<file path="src/rtl/lsu_mem_ctrl_if.sv">
// Request/response and word-memory bus of the load/store controller.
// slave = controller side, master = execute stage + memory side.
interface lsu_mem_ctrl_if #(
    parameter int XLEN = 32
);
    logic            req_valid;
    logic            req_ready;
    logic            req_we;
    logic [1:0]      req_size;
    logic            req_signed;
    logic [XLEN-1:0] req_addr;
    logic [XLEN-1:0] req_wdata;

    logic            resp_valid;
    logic            resp_ready;
    logic [XLEN-1:0] resp_rdata;
    logic            resp_err;

    logic            mem_EN;
    logic            mem_RW;
    logic [XLEN-1:0] mem_addr;
    logic [XLEN-1:0] mem_wdata;
    logic [XLEN-1:0] mem_rdata;

    modport slave (
        input  req_valid, req_we, req_size, req_signed, req_addr, req_wdata,
        input  resp_ready, mem_rdata,
        output req_ready, resp_valid, resp_rdata, resp_err,
        output mem_EN, mem_RW, mem_addr, mem_wdata
    );

    modport master (
        output req_valid, req_we, req_size, req_signed, req_addr, req_wdata,
        output resp_ready, mem_rdata,
        input  req_ready, resp_valid, resp_rdata, resp_err,
        input  mem_EN, mem_RW, mem_addr, mem_wdata
    );
endinterface

</file>
<file path="src/rtl/lsu_mem_ctrl.sv">
// Load/store controller for a word-wide synchronous memory; sub-word stores use read-modify-write.
// Optional LSU_MISALIGN_CHECK_EN: misaligned half/word accesses answer at once with resp_err=1.
module lsu_mem_ctrl #(
    parameter int XLEN    = 32,
    parameter int AW_WORD = 2
) (
    input logic           clk,
    input logic           rst_n,
    lsu_mem_ctrl_if.slave bus
);
    typedef enum logic [2:0] {IDLE, ACCESS, RD_WAIT, MERGE, RESP} state_t;

    state_t          state;
    logic            we_q;
    logic [1:0]      size_q;
    logic            sgn_q;
    logic [XLEN-1:0] addr_q;
    logic [XLEN-1:0] wdata_q;
    logic            resp_valid_q;
    logic [XLEN-1:0] resp_rdata_q;
    logic            resp_err_q;

    logic            misaligned;
    logic [7:0]      lane_b;
    logic [15:0]     lane_h;
    logic [XLEN-1:0] load_val;
    logic [XLEN-1:0] merge_val;

`ifdef LSU_MISALIGN_CHECK_EN
    assign misaligned = (bus.req_size == 2'b01 && bus.req_addr[0]) ||
                        (bus.req_size[1] && bus.req_addr[1:0] != 2'b00);
`else
    assign misaligned = 1'b0;
`endif

    // Little-endian lane pick; half lanes use addr[1] only.
    always_comb begin
        lane_b   = bus.mem_rdata[{addr_q[1:0], 3'b000} +: 8];
        lane_h   = bus.mem_rdata[{addr_q[1], 4'b0000} +: 16];
        load_val = bus.mem_rdata;
        case (size_q)
            2'b00:   load_val = {{(XLEN-8){lane_b[7] & sgn_q}}, lane_b};
            2'b01:   load_val = {{(XLEN-16){lane_h[15] & sgn_q}}, lane_h};
            default: load_val = bus.mem_rdata;
        endcase
    end

    always_comb begin
        merge_val = bus.mem_rdata;
        case (size_q)
            2'b00:   merge_val[{addr_q[1:0], 3'b000} +: 8]  = wdata_q[7:0];
            2'b01:   merge_val[{addr_q[1], 4'b0000} +: 16]  = wdata_q[15:0];
            default: merge_val = wdata_q;
        endcase
    end

    // Memory side is decoded from state so a reset drops an in-flight cycle immediately.
    always_comb begin
        bus.mem_EN    = (state == ACCESS) || (state == MERGE);
        bus.mem_RW    = (state == MERGE) || (state == ACCESS && we_q && size_q[1]);
        bus.mem_addr  = bus.mem_EN ? (addr_q >> AW_WORD) : '0;
        bus.mem_wdata = '0;
        if (state == MERGE)
            bus.mem_wdata = merge_val;
        else if (state == ACCESS && bus.mem_RW)
            bus.mem_wdata = wdata_q;
    end

    assign bus.req_ready  = (state == IDLE);
    assign bus.resp_valid = resp_valid_q;
    assign bus.resp_rdata = resp_rdata_q;
    assign bus.resp_err   = resp_err_q;

    always_ff @(posedge clk or negedge rst_n) begin
        if (!rst_n) begin
            state        <= IDLE;
            we_q         <= 1'b0;
            size_q       <= 2'b00;
            sgn_q        <= 1'b0;
            addr_q       <= '0;
            wdata_q      <= '0;
            resp_valid_q <= 1'b0;
            resp_rdata_q <= '0;
            resp_err_q   <= 1'b0;
        end else begin
            case (state)
                IDLE: begin
                    if (bus.req_valid) begin
                        we_q    <= bus.req_we;
                        size_q  <= bus.req_size;
                        sgn_q   <= bus.req_signed;
                        addr_q  <= bus.req_addr;
                        wdata_q <= bus.req_wdata;
                        if (misaligned) begin
                            resp_valid_q <= 1'b1;
                            resp_rdata_q <= '0;
                            resp_err_q   <= 1'b1;
                            state        <= RESP;
                        end else begin
                            state <= ACCESS;
                        end
                    end
                end
                ACCESS: begin
                    if (!we_q) begin
                        state <= RD_WAIT;
                    end else if (size_q[1]) begin
                        resp_valid_q <= 1'b1;
                        resp_rdata_q <= '0;
                        resp_err_q   <= 1'b0;
                        state        <= RESP;
                    end else begin
                        state <= MERGE;
                    end
                end
                RD_WAIT: begin
                    resp_valid_q <= 1'b1;
                    resp_rdata_q <= load_val;
                    resp_err_q   <= 1'b0;
                    state        <= RESP;
                end
                MERGE: begin
                    resp_valid_q <= 1'b1;
                    resp_rdata_q <= '0;
                    resp_err_q   <= 1'b0;
                    state        <= RESP;
                end
                RESP: begin
                    if (bus.resp_ready) begin
                        resp_valid_q <= 1'b0;
                        resp_rdata_q <= '0;
                        resp_err_q   <= 1'b0;
                        state        <= IDLE;
                    end
                end
                default: state <= IDLE;
            endcase
        end
    end
endmodule
</file>
<file path="src/flat_wrapper.sv">
// flat-port wrapper written by rule: the top's interface ports become plain ports
module lsu_mem_ctrl_flat 
#(
    parameter int XLEN    = 32,
    parameter int AW_WORD = 2
)
  (clk, rst_n, bus_req_valid, bus_req_we, bus_req_size, bus_req_signed, bus_req_addr, bus_req_wdata, bus_resp_ready, bus_mem_rdata, bus_req_ready, bus_resp_valid, bus_resp_rdata, bus_resp_err, bus_mem_EN, bus_mem_RW, bus_mem_addr, bus_mem_wdata);
  lsu_mem_ctrl_if #(.XLEN(XLEN)) bus_i ();
  input logic clk;
  input logic rst_n;
  input wire logic [$bits(bus_i.req_valid)-1:0] bus_req_valid;
  input wire logic [$bits(bus_i.req_we)-1:0] bus_req_we;
  input wire logic [$bits(bus_i.req_size)-1:0] bus_req_size;
  input wire logic [$bits(bus_i.req_signed)-1:0] bus_req_signed;
  input wire logic [$bits(bus_i.req_addr)-1:0] bus_req_addr;
  input wire logic [$bits(bus_i.req_wdata)-1:0] bus_req_wdata;
  input wire logic [$bits(bus_i.resp_ready)-1:0] bus_resp_ready;
  input wire logic [$bits(bus_i.mem_rdata)-1:0] bus_mem_rdata;
  output wire logic [$bits(bus_i.req_ready)-1:0] bus_req_ready;
  output wire logic [$bits(bus_i.resp_valid)-1:0] bus_resp_valid;
  output wire logic [$bits(bus_i.resp_rdata)-1:0] bus_resp_rdata;
  output wire logic [$bits(bus_i.resp_err)-1:0] bus_resp_err;
  output wire logic [$bits(bus_i.mem_EN)-1:0] bus_mem_EN;
  output wire logic [$bits(bus_i.mem_RW)-1:0] bus_mem_RW;
  output wire logic [$bits(bus_i.mem_addr)-1:0] bus_mem_addr;
  output wire logic [$bits(bus_i.mem_wdata)-1:0] bus_mem_wdata;
  assign bus_i.req_valid = bus_req_valid;
  assign bus_i.req_we = bus_req_we;
  assign bus_i.req_size = bus_req_size;
  assign bus_i.req_signed = bus_req_signed;
  assign bus_i.req_addr = bus_req_addr;
  assign bus_i.req_wdata = bus_req_wdata;
  assign bus_i.resp_ready = bus_resp_ready;
  assign bus_i.mem_rdata = bus_mem_rdata;
  assign bus_req_ready = bus_i.req_ready;
  assign bus_resp_valid = bus_i.resp_valid;
  assign bus_resp_rdata = bus_i.resp_rdata;
  assign bus_resp_err = bus_i.resp_err;
  assign bus_mem_EN = bus_i.mem_EN;
  assign bus_mem_RW = bus_i.mem_RW;
  assign bus_mem_addr = bus_i.mem_addr;
  assign bus_mem_wdata = bus_i.mem_wdata;
  lsu_mem_ctrl #(.XLEN(XLEN), .AW_WORD(AW_WORD)) u_core (.clk(clk), .rst_n(rst_n), .bus(bus_i));
endmodule
</file>
<file path="config.mk">
export PLATFORM = sky130hd
export DESIGN_NAME = lsu_mem_ctrl_flat
export DESIGN_NICKNAME = d
export VERILOG_FILES = /design/src/rtl/lsu_mem_ctrl_if.sv /design/src/rtl/lsu_mem_ctrl.sv /design/src/flat_wrapper.sv
export SDC_FILE = /design/constraint.sdc
export NUM_CORES = 1
export LEC_CHECK = 0
export ABC_AREA = 1
export ABC_CLOCK_PERIOD_IN_PS = 3500
export BUFFER_PORTS_ARGS = -buffer_cell sky130_fd_sc_hd__buf_2
export CORE_UTILIZATION = 45
export CTS_CLUSTER_DIAMETER = 60
export DETAILED_ROUTE_END_ITERATION = 6
export HOLD_SLACK_MARGIN = 0.1
export PLACE_DENSITY = 0.79
export SLEW_MARGIN = 0
export SYNTH_ARGS = -nofsm -noshare
export SYNTH_HDL_FRONTEND = slang
export SYNTH_SLANG_ARGS = --single-unit
export TNS_END_PERCENT = 20
</file>
<file path="constraint.sdc">
create_clock -name clk -period 3.5 [get_ports clk]
set_clock_uncertainty 0.2 [all_clocks]
set_input_delay 0.7 -clock clk [delete_from_list [all_inputs] [get_ports clk]]
set_output_delay 0.7 -clock clk [all_outputs]
set_load 0.02 [all_outputs]
</file>
==> reports/results.md <==
## Outcome
* **status** finished, final reports clean

## Final layout
* **synthesis-to-finish area growth** 22.52%
* **diode insertion count for antenna repair** 0
* **fraction of layout instances using a drive strength above 1** 27.14%
* **final instance area** 0.007590 mm2
* **number of nets in the layout** 1,133

## Clock network
* **clock tree from TritonCTS** done
* **clock buffers created by TritonCTS** 9
* **# hold bufs at CTS** 0
* **number of H-tree levels** 3
* **maximum count of clock buffers along a single path** 2
* **insertion delay to the later sink of the worst-skew pair** 350 ps
* **clock sink count** 104
* **clock transition at the register clock pins on the worst setup and hold paths after CTS** 70 ps
* **CTS root buffer** clkbuf_16

## GRT
* **overall routing resource usage** 27.36%
* **maximum number of pins on one net before global-route repair** 90
* **antenna violations before repair** 0
* **global route overflow** 0
* **vias in the first global route** 5,853
* **first-pass GRT wire length** 30,140 um

## Yosys
* **dominant cell type by area after synthesis** dfrtp_1
* **area share of the largest cell type after synthesis** 42.01%
* **Top FF cell, synth** dfrtp_1
* **dominant cell by count in the synthesized netlist** nand2_1
* **post-synthesis sequential element count** 104
* **number of warnings reported in the yosys synthesis log** 0
* **FFs w/ async S/R, synth** 100.0%
* **post-synthesis instance area** 0.006195 mm2
* **Post-synth EDFFs** 0
* **average cell area after synthesis** 7.357 um2
* **most frequent cells after synthesis** nand2_1, dfrtp_1, a21oi_1, nor2_1, inv_1
* **library cells used by synthesis** 36
* **synthesized netlist cell count** 842
* **biggest area contributors in the synthesized netlist** dfrtp_1, nand2_1, a21oi_1
* **sequential fraction of the synthesis area** 42.01%

## Timing
* **Final Max Tran Viols** 0
* **worst max-slew margin expressed relative to the limit** 23.06%
* **actual slew at the worst max-slew pin** 1154 ps
* **final number of setup-violating endpoints** 0
* **final period utilization** 94.55%
* **tightest hold margin** 277.9 ps
* **Max Clock Freq** 0.3022 GHz
* **endpoints failing hold** 0
* **unrepaired setup endpoints after global routing** no
* **Sum Neg Setup Slack** 0 ps
* **Tmin final** 3309 ps

## Die
* **Ports** 205
* **count of standard-cell rows** 42
* **core outline area** 0.01335 mm2
* **floorplan die width** 119.3 um
* **effective utilization at floorplan** 46.41%
* **Die Y-Extent** 119.3 um
* **Die Footprint** 0.01424 mm2

## Worst setup path
* **crit path capture type** primary output
* **Data required, critical path** 2600 ps
* **launching element type of the critical path** register
* **arrival time of data at the critical path endpoint** 2410 ps
* **Setup Crit Path Kind** register to primary output
* **maximum net fanout on the critical path** 10

## Drt
* **via count** 6,340
* **Detail Route Antenna Nets** 0
* **1st-pass router iterations** 5
* **number of DRC markers after the initial detailed-route iteration** 547
* **post-detailed-route wirelength per cell** 15.87 um
* **final WL** 19,110 um
* **residual DRC count** 0
* **number of vias per cell** 5.266

## Min path
* **kind of path behind the tightest hold check** register to register

## Pwr
* **maximum vdd ir drop** 0.4741 mV
* **total power density per cell area** 890.9 mW/mm2
* **Pwr Total** 6762 uW
* **leakage power summed over all cells** 0.004283 uW

## Placement
* **Detailed Place HPWL** 14,330 um
* **placement-stage cell area** 0.007289 mm2
* **gp weighted congestion** 0.9844
* **I/O Buffers** 201

## Job
* **Max Cap Violations** 0

[worst max-delay path, cell delays in order, from the launching register on]
cell,delay (ps)
dfrtp_1,480
inv_2,100
ha_1,390
inv_1,210
nand3_1,150
o21ai_4,320
nand3_1,130
nand2_1,80
buf_2,180
[final cells by class]
| type | count | area (um2) |
|---|---|---|
| multi-input combinational | 614 | 3043 |
| fill | 1322 | 5758 |
| tap | 176 | 220.2 |
| clock inverter | 3 | 42.54 |
| inverter | 80 | 309.0 |
| timing repair buffer | 215 | 1126 |
| clock buffer | 12 | 246.5 |
| sequential | 104 | 2603 |
[placed cells by master, fill, tap and decap left out, drive strengths merged]
cell	synthesis	routed
a21boi	5	5
a21oi	88	88
a22oi	1	1
buf	37	215
bufinv	0	1
clkbuf	9	12
clkinv	0	1
clkinvlp	0	2
conb	1	3
dfrtp	104	104
ha	5	5
inv	80	79
mux2	33	33
nand2	272	272
nand3	55	55
nand4	1	1
nor2	83	83
nor3	2	2
o211ai	8	8
o21a	1	1
o21ai	55	55
o31ai	1	1
or2	1	1
[final timing paths]
kind,startpoint,end,slack (ps),cells after the start
min in group asynchronous,rst_n,u_core.addr_q[18],300,1
max in group asynchronous,rst_n,u_core.addr_q[2],1920,2
setup / recovery,u_core.addr_q[1],bus_mem_wdata[0],190,8
hold / removal,u_core.bus.resp_rdata[19],u_core.bus.resp_rdata[19],280,2
setup reg to reg,u_core.size_q[1],u_core.bus.resp_rdata[5],1320,5
hold reg to reg,u_core.bus.resp_rdata[19],u_core.bus.resp_rdata[19],280,2
[registers in the layout, indices dropped and copies added, names as in the netlist]
signal and count:
u_core.addr_q 32, u_core.bus.resp_rdata 32, u_core.wdata_q 32, u_core.state 3, u_core.size_q 2, u_core.bus.resp_valid 1
u_core.sgn_q 1, u_core.we_q 1
[cell families (layout without fill, tap and decap cells)]
kind of cell / count (synthesis) / in the layout / share of synthesized area, %
AOI/OAI and AO/OA: 159 / 159 / 13.73
muxes: 33 / 33 / 5.999
and+or+nand+nor: 414 / 414 / 27.99
other: 1 / 3 / 0.06054
buffers and inverters: 126 / 310 / 9.190
DFF: 104 / 104 / 42.01
adders and majority gates: 5 / 5 / 1.010
[per-stage QoR]
step / utilization, % / setup WS (ps) / cells
floorplan: - / 558.8 / 844
global placement: 54.61 / 631.7 / 1189
detailed placement: 54.61 / 511.4 / 1189
CTS: 56.78 / 127.9 / 1204
global route: 56.86 / 59.25 / 1204
finish: 56.86 / 190.7 / 1204
[power breakdown]
| part | switching [uW] | internal [uW] |
|---|---|---|
| registers | 365 | 1760 |
| clock network | 439 | 570 |
| logic | 2420 | 1210 |
| total | 3230 | 3530 |
[layer usage]
metal	vias to the layer above	global-route usage (%)	routed length, um
li1	3049	-	-
met1	2949	38.34	8323
met2	291	41.42	8605
met3	51	5.268	1598
met4	0	11.09	582
met5	-	0	0
[repair_timing]
action,in CTS,in global routing
setup endpoints to repair,0,8
buffers inserted,0,0
resized for setup,0,2
No activity file was read; power rests on OpenSTA's default activity.
